File: config.mk
export PLATFORM = sky130hd
export DESIGN_NAME = sram_port_arbiter
export DESIGN_NICKNAME = d
export VERILOG_FILES = /design/src/rtl/sram_port_arbiter.sv
export SDC_FILE = /design/constraint.sdc
export NUM_CORES = 1
export LEC_CHECK = 0
export BUFFER_PORTS_ARGS = -buffer_cell sky130_fd_sc_hd__buf_2
export CORE_ASPECT_RATIO = 1.1
export CORE_UTILIZATION = 49
export DETAILED_ROUTE_END_ITERATION = 12
export HOLD_SLACK_MARGIN = 0.15
export PLACE_DENSITY = 0.82
export SLEW_MARGIN = 0
export SYNTH_ARGS = -nofsm -noshare
export SYNTH_HDL_FRONTEND = slang
export SYNTH_SLANG_ARGS = --single-unit
File: constraint.sdc
create_clock -name clk -period 7.05 [get_ports clk]
set_input_delay 0.705 -clock clk [delete_from_list [all_inputs] [get_ports clk]]
set_output_delay 0.705 -clock clk [all_outputs]
set_load 0.05 [all_outputs]
File: src/rtl/sram_port_arbiter.sv
// sram_port_arbiter
// Shares one dual-port SRAM bank (port 0 write-only, port 1 read-only, active-low
// selects) between two write requesters and two read requesters. Each port uses
// its own round-robin arbiter with valid/ready handshakes. All SRAM control lines
// are registered. A read whose address matches the write granted in the same
// cycle is held off. Read data returns two cycles after the handshake, tagged
// one-hot with the requester index.
//
// Ports:
//   clk, rst_n              clock, asynchronous active-low reset
//   wr_valid/wr_ready       per-requester write handshake (bit i = requester i)
//   wr_addr_*/wr_data_*     write address/data per requester
//   rd_valid/rd_ready       per-requester read handshake
//   rd_addr_*               read address per requester
//   rd_resp_valid           one-hot, one-cycle response strobe
//   rd_resp_data            read response data
//   csb0/web0/addr0/din0    SRAM port 0 (write)
//   csb1/addr1/dout1        SRAM port 1 (read)
module sram_port_arbiter #(
  parameter int unsigned DATA_WIDTH = 32,
  parameter int unsigned ADDR_WIDTH = 12
) (
  input  logic                  clk,
  input  logic                  rst_n,
  input  logic [1:0]            wr_valid,
  output logic [1:0]            wr_ready,
  input  logic [ADDR_WIDTH-1:0] wr_addr_0,
  input  logic [ADDR_WIDTH-1:0] wr_addr_1,
  input  logic [DATA_WIDTH-1:0] wr_data_0,
  input  logic [DATA_WIDTH-1:0] wr_data_1,
  input  logic [1:0]            rd_valid,
  output logic [1:0]            rd_ready,
  input  logic [ADDR_WIDTH-1:0] rd_addr_0,
  input  logic [ADDR_WIDTH-1:0] rd_addr_1,
  output logic [1:0]            rd_resp_valid,
  output logic [DATA_WIDTH-1:0] rd_resp_data,
  output logic                  csb0,
  output logic                  web0,
  output logic [ADDR_WIDTH-1:0] addr0,
  output logic [DATA_WIDTH-1:0] din0,
  output logic                  csb1,
  output logic [ADDR_WIDTH-1:0] addr1,
  input  logic [DATA_WIDTH-1:0] dout1
);

  logic                  wr_ptr_q;
  logic                  rd_ptr_q;
  logic [1:0]            wr_gnt;
  logic [1:0]            rd_cand;
  logic [1:0]            rd_gnt;
  logic [ADDR_WIDTH-1:0] wr_gnt_addr;
  logic [DATA_WIDTH-1:0] wr_gnt_data;
  logic [ADDR_WIDTH-1:0] rd_cand_addr;
  logic                  collide;

  // Read id pipeline: stage 1 aligns with the SRAM command, stage 2 with dout1.
  logic rd_p1_vld_q, rd_p1_id_q;
  logic rd_p2_vld_q, rd_p2_id_q;

  always_comb begin
    wr_gnt = 2'b00;
    case (wr_valid)
      2'b01:   wr_gnt = 2'b01;
      2'b10:   wr_gnt = 2'b10;
      2'b11:   wr_gnt = wr_ptr_q ? 2'b10 : 2'b01;
      default: wr_gnt = 2'b00;
    endcase

    rd_cand = 2'b00;
    case (rd_valid)
      2'b01:   rd_cand = 2'b01;
      2'b10:   rd_cand = 2'b10;
      2'b11:   rd_cand = rd_ptr_q ? 2'b10 : 2'b01;
      default: rd_cand = 2'b00;
    endcase

    wr_gnt_addr  = wr_gnt[1] ? wr_addr_1 : wr_addr_0;
    wr_gnt_data  = wr_gnt[1] ? wr_data_1 : wr_data_0;
    rd_cand_addr = rd_cand[1] ? rd_addr_1 : rd_addr_0;

    // A same-address read waits a cycle so it observes the new data; the other
    // reader is deliberately not promoted in its place.
    collide = (|wr_gnt) && (|rd_cand) && (rd_cand_addr == wr_gnt_addr);
    rd_gnt  = collide ? 2'b00 : rd_cand;
  end

  assign wr_ready = rst_n ? wr_gnt : 2'b00;
  assign rd_ready = rst_n ? rd_gnt : 2'b00;

  // Pointer moves to the requester that was not just served.
  always_ff @(posedge clk or negedge rst_n) begin
    if (!rst_n) begin
      wr_ptr_q <= 1'b0;
      rd_ptr_q <= 1'b0;
    end else begin
      if (|wr_gnt) wr_ptr_q <= wr_gnt[0];
      if (|rd_gnt) rd_ptr_q <= rd_gnt[0];
    end
  end

  always_ff @(posedge clk or negedge rst_n) begin
    if (!rst_n) begin
      csb0  <= 1'b1;
      web0  <= 1'b1;
      addr0 <= '0;
      din0  <= '0;
    end else begin
      csb0 <= ~(|wr_gnt);
      web0 <= ~(|wr_gnt);
      if (|wr_gnt) begin
        addr0 <= wr_gnt_addr;
        din0  <= wr_gnt_data;
      end
    end
  end

  always_ff @(posedge clk or negedge rst_n) begin
    if (!rst_n) begin
      csb1 <= 1'b1;
      addr1 <= '0;
    end else begin
      csb1 <= ~(|rd_gnt);
      if (|rd_gnt) addr1 <= rd_cand_addr;
    end
  end

  always_ff @(posedge clk or negedge rst_n) begin
    if (!rst_n) begin
      rd_p1_vld_q   <= 1'b0;
      rd_p1_id_q    <= 1'b0;
      rd_p2_vld_q   <= 1'b0;
      rd_p2_id_q    <= 1'b0;
      rd_resp_valid <= 2'b00;
      rd_resp_data  <= '0;
    end else begin
      rd_p1_vld_q <= |rd_gnt;
      rd_p1_id_q  <= rd_gnt[1];
      rd_p2_vld_q <= rd_p1_vld_q;
      rd_p2_id_q  <= rd_p1_id_q;
      if (rd_p2_vld_q) begin
        rd_resp_valid <= rd_p2_id_q ? 2'b10 : 2'b01;
        rd_resp_data  <= dout1;
      end else begin
        rd_resp_valid <= 2'b00;
      end
    end
  end

endmodule

==> reports/summary.txt, run 1 <==
IO Port Bufs = 246
Final Skew = 0.009892 ns
maximum vdd drop = 0.1297 mV
top post-synthesis cells by area = dfrtp_1 51%, mux2i_1 11%, mux2_2 8.6%
final number of setup-violating endpoints = 0
Mapped Nets = 538
pwr/cell area = 249.3 nW/um^2
most frequent cell after synthesis = dfrtp_1
NumNets Final = 769
Req. time, crit path = 6.34 ns
Achievable Freq = 213.4 MHz
Tot GR Track Use = 0.2595
RSZ-0062 raised after global routing = no
routed vias/inst = 5.335
die area = 9977 um^2
clock root cell = clkbuf_8
CTS tree = built
Yosys warning total = 0
fillers = 766
initial antenna violation count = 2
slew at the pin with the worst max-slew slack = 1.221 ns
critical path class = input pin to primary output
gpl congestion = 0.8526
area leader, netlist = dfrtp_1
sum of negative setup slack = 0 ns
critical path capture point type = primary output
largest net degree at the start of global routing = 62
Worst Hold Class = input pin to async pin
DR pass1 iterations = 4
Die Y = 104.7 um
aggregate routed wire length = 12600 um
synthesized area = 4695 um^2
Die Wd = 95.33 um
maximum fanout along the worst path = 40
CP startpoint kind = input pin
ys flop type = dfrtp_1
iteration-0 DRC count of the detailed router = 175
Area growth, synth to finish = 30.57%
Mapped Cells = 388
ant diodes = 0
Max Cap Viol = 0
# resized after CTS = 0
Final Max Tran Viols = 0
Hold Violations, Final = 0
Synth top area share = 0.5117
status = finished, final reports clean
insertion delay to the later sink of the worst-skew pair = 0.36 ns
post-route core utilization = 0.6555
Routed WL per cell = 17.01 um
EDFF count, synth = 0
commonest cells in the netlist = 96 x dfrtp_1, 50 x mux2i_1, 40 x nand2_1
initial core utilization = 0.5020
Final period util = 0.6647
post-CTS setup buffers = 0
Mean Syn Cell Area = 12.10 um^2
core area = 9351 um^2
Leak Pwr = 3.175 nW
Seq cells post-synth = 98
number of global-route vias before repair = 3956
Via Count = 3953
WP data arrival = 3.98 ns
TritonCTS sink count = 98
site row count = 37
Final min period = 4.686 ns
asr flop ratio synth = 1.000
Unique masters post-synth = 40
I/O pin total = 247
CTS Buf Count = 9
DP HPWL = 9704 um
hold buffers post-CTS = 0
clk slew on worst S/H paths = 0.09 ns
slew margin rel. = 0.1861
H-tree Lvls = 3
layout cells sized above 1 = 0.5513
DRC violations left = 0
Seq/Total Area, Yosys = 0.5229
first-pass GRT wire length = 19670 um
antenna-violating nets left = 0
clock buffer depth = 2
GRT overflow = 0
-- power breakdown --
group | leakage [nW] | switching [mW] | internal, mW
Sequential | 1.13 | 0.0400 | 0.625
Combinational | 1.95 | 0.361 | 0.160
Clock | 0.0912 | 0.200 | 0.142
-- final timing paths --
kind                             start                to  slack [ns]  depth (start not counted)
setup / recovery           wr_valid[0]       rd_ready[0]        2.36                         10
hold / removal                   rst_n          wr_ptr_q        0.31                          1
setup reg to reg              wr_ptr_q          addr1[7]        3.73                          7
hold reg to reg            rd_p1_vld_q       rd_p2_vld_q        0.36                          0
max in group asynchronous        rst_n  rd_resp_data[14]        5.64                          2
min in group clk           rd_p1_vld_q       rd_p2_vld_q        0.36                          0
-- metal layers --
layer  vias up  global-route usage  share of wire  routed length, um
li1       1898                   -              -                  -
met1      1833              0.3051           0.39               4942
met2       190              0.4444           0.51               6382
met3        28             0.05895          0.074                929
met4         4              0.1126          0.026                323
met5         -                   0         0.0018                 23
-- worst max-delay path, stage by stage --
cell and delay, ns:
buf_2 0.07, buf_4 0.50, nand2b_4 0.39, nand2_2 0.73
mux2i_1 0.35, xor2_1 0.15, nor4_4 0.43, nand3_1 0.16
and4_1 0.22, buf_2 0.21
-- area by class of cell --
cell class | instances | area [um^2] | share of cell area
flip-flops and latches | 98 | 2455 | 0.4005
well taps | 117 | 146.4 | 0.02388
clock inverters | 6 | 48.80 | 0.007961
multi-input cells | 252 | 2056 | 0.3354
clock buffers | 10 | 137.6 | 0.02245
inverters | 10 | 37.54 | 0.006124
repair buffers | 248 | 1249 | 0.2037
-- stage by stage --
stage	total power, mW	cell area, um^2	instances	setup WS [ns]	hold slack [ns]
4_1_cts	1.542	6130	741	2.415	0.3155
3_5_place_dp	1.199	5943	725	2.416	0.3403
3_3_place_gp	1.188	5943	725	2.479	0.3332
6_report	1.528	6130	741	2.364	0.3110
2_1_floorplan	1.045	4695	388	4.005	0.3312
5_1_grt	1.605	6130	741	2.158	0.3332
-- sequential cells by signal, summed over array words and instances (netlist names) --
signal         count
din0              32
csb1               1
rd_p1_id_q         1
wr_ptr_q           1
web0               1
addr1             12
rd_p2_id_q         1
rd_p2_vld_q        1
addr0             12
rd_ptr_q           1
rd_resp_valid      2
rd_p1_vld_q        1
rd_resp_data      32
-- kinds of logic (layout without fill, tap and decap cells) --
| logic type | count (synthesis) | in the layout | synth area share |
|---|---|---|---|
| DFF | 98 | 98 | 0.5229 |
| muxes | 88 | 88 | 0.1994 |
| and+or+nand+nor | 88 | 88 | 0.09675 |
| AOI/OAI and AO/OA | 70 | 70 | 0.1306 |
| buffers and inverters | 38 | 274 | 0.03918 |
| xor gates and xnor gates | 6 | 6 | 0.01119 |
-- cells in the final DEF, fill, tap and decap left out, types with 2 or more instances in the layout --
| cell | n |
|---|---|
| clkinvlp_4 | 2 |
| a22o_1 | 6 |
| dfstp_2 | 2 |
| mux2i_1 | 50 |
| buf_2 | 245 |
| nand2_1 | 40 |
| and2_1 | 2 |
| nand3_1 | 13 |
| and4_1 | 3 |
| o21ai_0 | 11 |
| nor2_1 | 13 |
| mux2_4 | 2 |
| inv_6 | 2 |
| buf_4 | 3 |
| a31oi_1 | 7 |
| inv_1 | 10 |
| mux2_2 | 36 |
| dfrtp_1 | 96 |
| clkbuf_8 | 10 |
| o221a_2 | 32 |
| a22oi_1 | 3 |
| a21oi_1 | 7 |
| xor2_1 | 5 |
| nand4_1 | 6 |
No activity file was read; power rests on OpenSTA's default activity.
==> run 2: changes to the inputs <==
--- a/config.mk
+++ b/config.mk
@@ -7,10 +7,10 @@
 export LEC_CHECK = 0
 export BUFFER_PORTS_ARGS = -buffer_cell sky130_fd_sc_hd__buf_2
 export CORE_ASPECT_RATIO = 1.1
-export CORE_UTILIZATION = 49
+export CORE_UTILIZATION = 45
 export DETAILED_ROUTE_END_ITERATION = 12
 export HOLD_SLACK_MARGIN = 0.15
-export PLACE_DENSITY = 0.82
+export PLACE_DENSITY = 0.76
 export SLEW_MARGIN = 0
 export SYNTH_ARGS = -nofsm -noshare
 export SYNTH_HDL_FRONTEND = slang
==> constraint.sdc (replaced) <==
create_clock -name clk -period 4.5 [get_ports clk]
set_input_delay 0.45 -clock clk [delete_from_list [all_inputs] [get_ports clk]]
set_output_delay 0.45 -clock clk [all_outputs]
set_load 0.05 [all_outputs]
==> reports/summary.txt, run 2 (same netlist as run 1, synthesis figures left out) <==
Switching Share = 0.3879 (-0.005443)
TritonCTS sink count = 98 (unchanged)
layout cells sized above 1 = 0.5518 (+0.0005521)
Final min period = 3.574 ns
Req. time, crit path = 4.05 ns (-2.29 ns)
WHS Endpoint = rd_resp_data[26]
RSZ-0062 raised after global routing = no
DRC violations left = 0 (unchanged)
GRT overflow = 0 (unchanged)
Critical R2R Capture = addr1[1]
maximum vdd drop = 0.1880 mV (+45%)
clock root cell = clkbuf_8
initial antenna violation count = 2 (unchanged)
# resized after CTS = 0 (unchanged)
RR Startpoint = wr_ptr_q
slew at the pin with the worst max-slew slack = 1.232 ns (+0.01122 ns)
Die Y = 109.1 um (+4.3%)
critical path class = flip-flop to primary output
aggregate routed wire length = 13110 um (+4.0%)
Top Registers = din0 (32), rd_resp_data (32)
WP data arrival = 3.12 ns (-0.86 ns)
first-pass GRT wire length = 19860 um (+0.98%)
reg-to-reg setup timing slack = 1.49 ns (-2.24 ns)
post-CTS setup buffers = 0 (unchanged)
IO Port Bufs = 246 (unchanged)
Clock Power Share = 0.236 (+0.012)
slowest CP cell = nor4_4
antenna-violating nets left = 0 (unchanged)
hold path depth = 2
initial core utilization = 0.4702 (-0.03183)
CP cell instances = nand2b_4 -> nand2_2 -> mux2i_1 -> xor2_1 -> nor4_4 -> nand3_1 -> and4_1 -> buf_2
Internal = 1.492 mW (+61%)
Area growth, synth to finish = 31.58%
Reg power frac = 0.426 (-0.009)
CTS tree = built
Worst R2R Path Depth = 7 (unchanged)
pwr/cell area = 394.5 nW/um^2 (+58%)
overall power = 2.437 mW (+60%)
Achievable Freq = 279.8 MHz
die area = 10850 um^2 (+8.7%)
NumNets Final = 772 (+0.39%)
Worst Hold Class = input pin to flip-flop
site row count = 38 (+2.7%)
final number of setup-violating endpoints = 0 (unchanged)
clk slew on worst S/H paths = 0.09 ns (about the same)
DP HPWL = 10070 um (+3.7%)
critical path capture point type = primary output
largest net degree at the start of global routing = 60 (-3.2%)
hold_ws = 0.3124 ns (+0.001359 ns)
sum of negative setup slack = 0 ns (unchanged)
Critical Path Max Stage Delay = 0.45 ns (-0.28 ns)
Max Cap Viol = 0 (unchanged)
status = finished, final reports clean
commonest non-fill, non-tap cell in the layout = buf_2
I/O pin total = 247 (unchanged)
clock buffer depth = 2 (unchanged)
H-tree Lvls = 3 (unchanged)
CTS Buf Count = 9 (unchanged)
Die Wd = 99.39 um (+4.3%)
insertion delay to the later sink of the worst-skew pair = 0.37 ns (about the same)
Hold Violations, Final = 0 (unchanged)
iteration-0 DRC count of the detailed router = 140 (-20%)
most frequent cells in the layout = 245 x buf_2, 96 x dfrtp_1, 50 x mux2i_1, 40 x nand2_1, 36 x mux2_2
Via Count = 4013 (+1.5%)
maximum fanout along the worst path = 40 (unchanged)
slew margin rel. = 0.1786 (-0.007479)
core area = 9985 um^2 (+6.8%)
Leak Pwr = 3.193 nW (+0.59%)
Routed WL per cell = 17.50 um (+2.9%)
Tot GR Track Use = 0.2412 (-0.01828)
P_sw = 0.9454 mW (+57%)
routed vias/inst = 5.358 (+0.43%)
Final Skew = 0.01191 ns (+0.002014 ns)
gpl congestion = 0.8586 (+0.70%)
CP startpoint kind = flip-flop
DR pass1 iterations = 4 (unchanged)
worst hold start = dout1[26]
Final Max Tran Viols = 0 (unchanged)
number of global-route vias before repair = 3972 (+0.40%)
Final period util = 0.7942
logic gate share of total power = 0.338 (-0.003)
run 2: worst max path at each step:
stage / to / slack, ns / startpoint / cells past startpoint
final: rd_ready[0] / 0.93 / wr_ptr_q / 8
after global routing: rd_ready[0] / 0.66 / wr_ptr_q / 8
after CTS: rd_ready[0] / 0.89 / wr_ptr_q / 8
after detailed placement: rd_ready[0] / 1.19 / wr_valid[0] / 9
after global placement: rd_ready[0] / 1.29 / wr_valid[0] / 10
after floorplan: rd_ready[0] / 1.97 / wr_valid[0] / 9
run 2: timing repair:
action / 4_1_cts / 5_1_grt
endpoints found under the setup margin: 0 / 0
hold buffers: 1 / 0
endpoints found under the hold margin: 39 / 0
run 2: critical path, delay by kind of cell, from the launching register on:
kind | cells | cell delay (ns)
simple gates | 5 | 1.62
buf+inv | 1 | 0.20
xor+xnor | 1 | 0.16
mux | 1 | 0.35
flops | 1 | 0.42
run 2: layout make-up:
class / instances / area (um^2)
Fill cell: 848 / 3807
Sequential cell: 98 / 2455
Multi-Input combinational cell: 252 / 2056
Timing Repair Buffer: 251 / 1274
Tap cell: 120 / 150.1
Clock buffer: 9 / 123.9
Clock inverter: 7 / 76.32
Inverter: 10 / 37.54
Antenna cell: 2 / 5.005
run 2: power groups by stage:
stage               clock [mW]  combinational (mW)  sequential, mW
detailed placement           0               0.827            1.05
global route             0.627               0.870            1.05
global placement             0               0.812            1.05
CTS                      0.585               0.828            1.04
finish                   0.575               0.824            1.04
floorplan                    0               0.259            1.38
run 2: layer usage:
metal | up-vias | routed length (um) | GRT usage | share of wire
met3 | 33 | 1004 | 0.06282 | 0.077
li1 | 1891 | - | - | -
met5 | - | 0 | 0 | 0
met4 | 0 | 409 | 0.1334 | 0.031
met2 | 196 | 6511 | 0.4127 | 0.50
met1 | 1893 | 5180 | 0.2766 | 0.40
run 2: stage by stage:
step,worst slack [ns],util,instance area [um^2],instances
floorplan,1.965,-,4695,388
global placement,1.295,0.5971,5962,730
detailed placement,1.188,0.5971,5962,730
CTS,0.8887,0.6182,6172,747
global route,0.6643,0.6187,6177,749
finish,0.9260,0.6187,6177,749
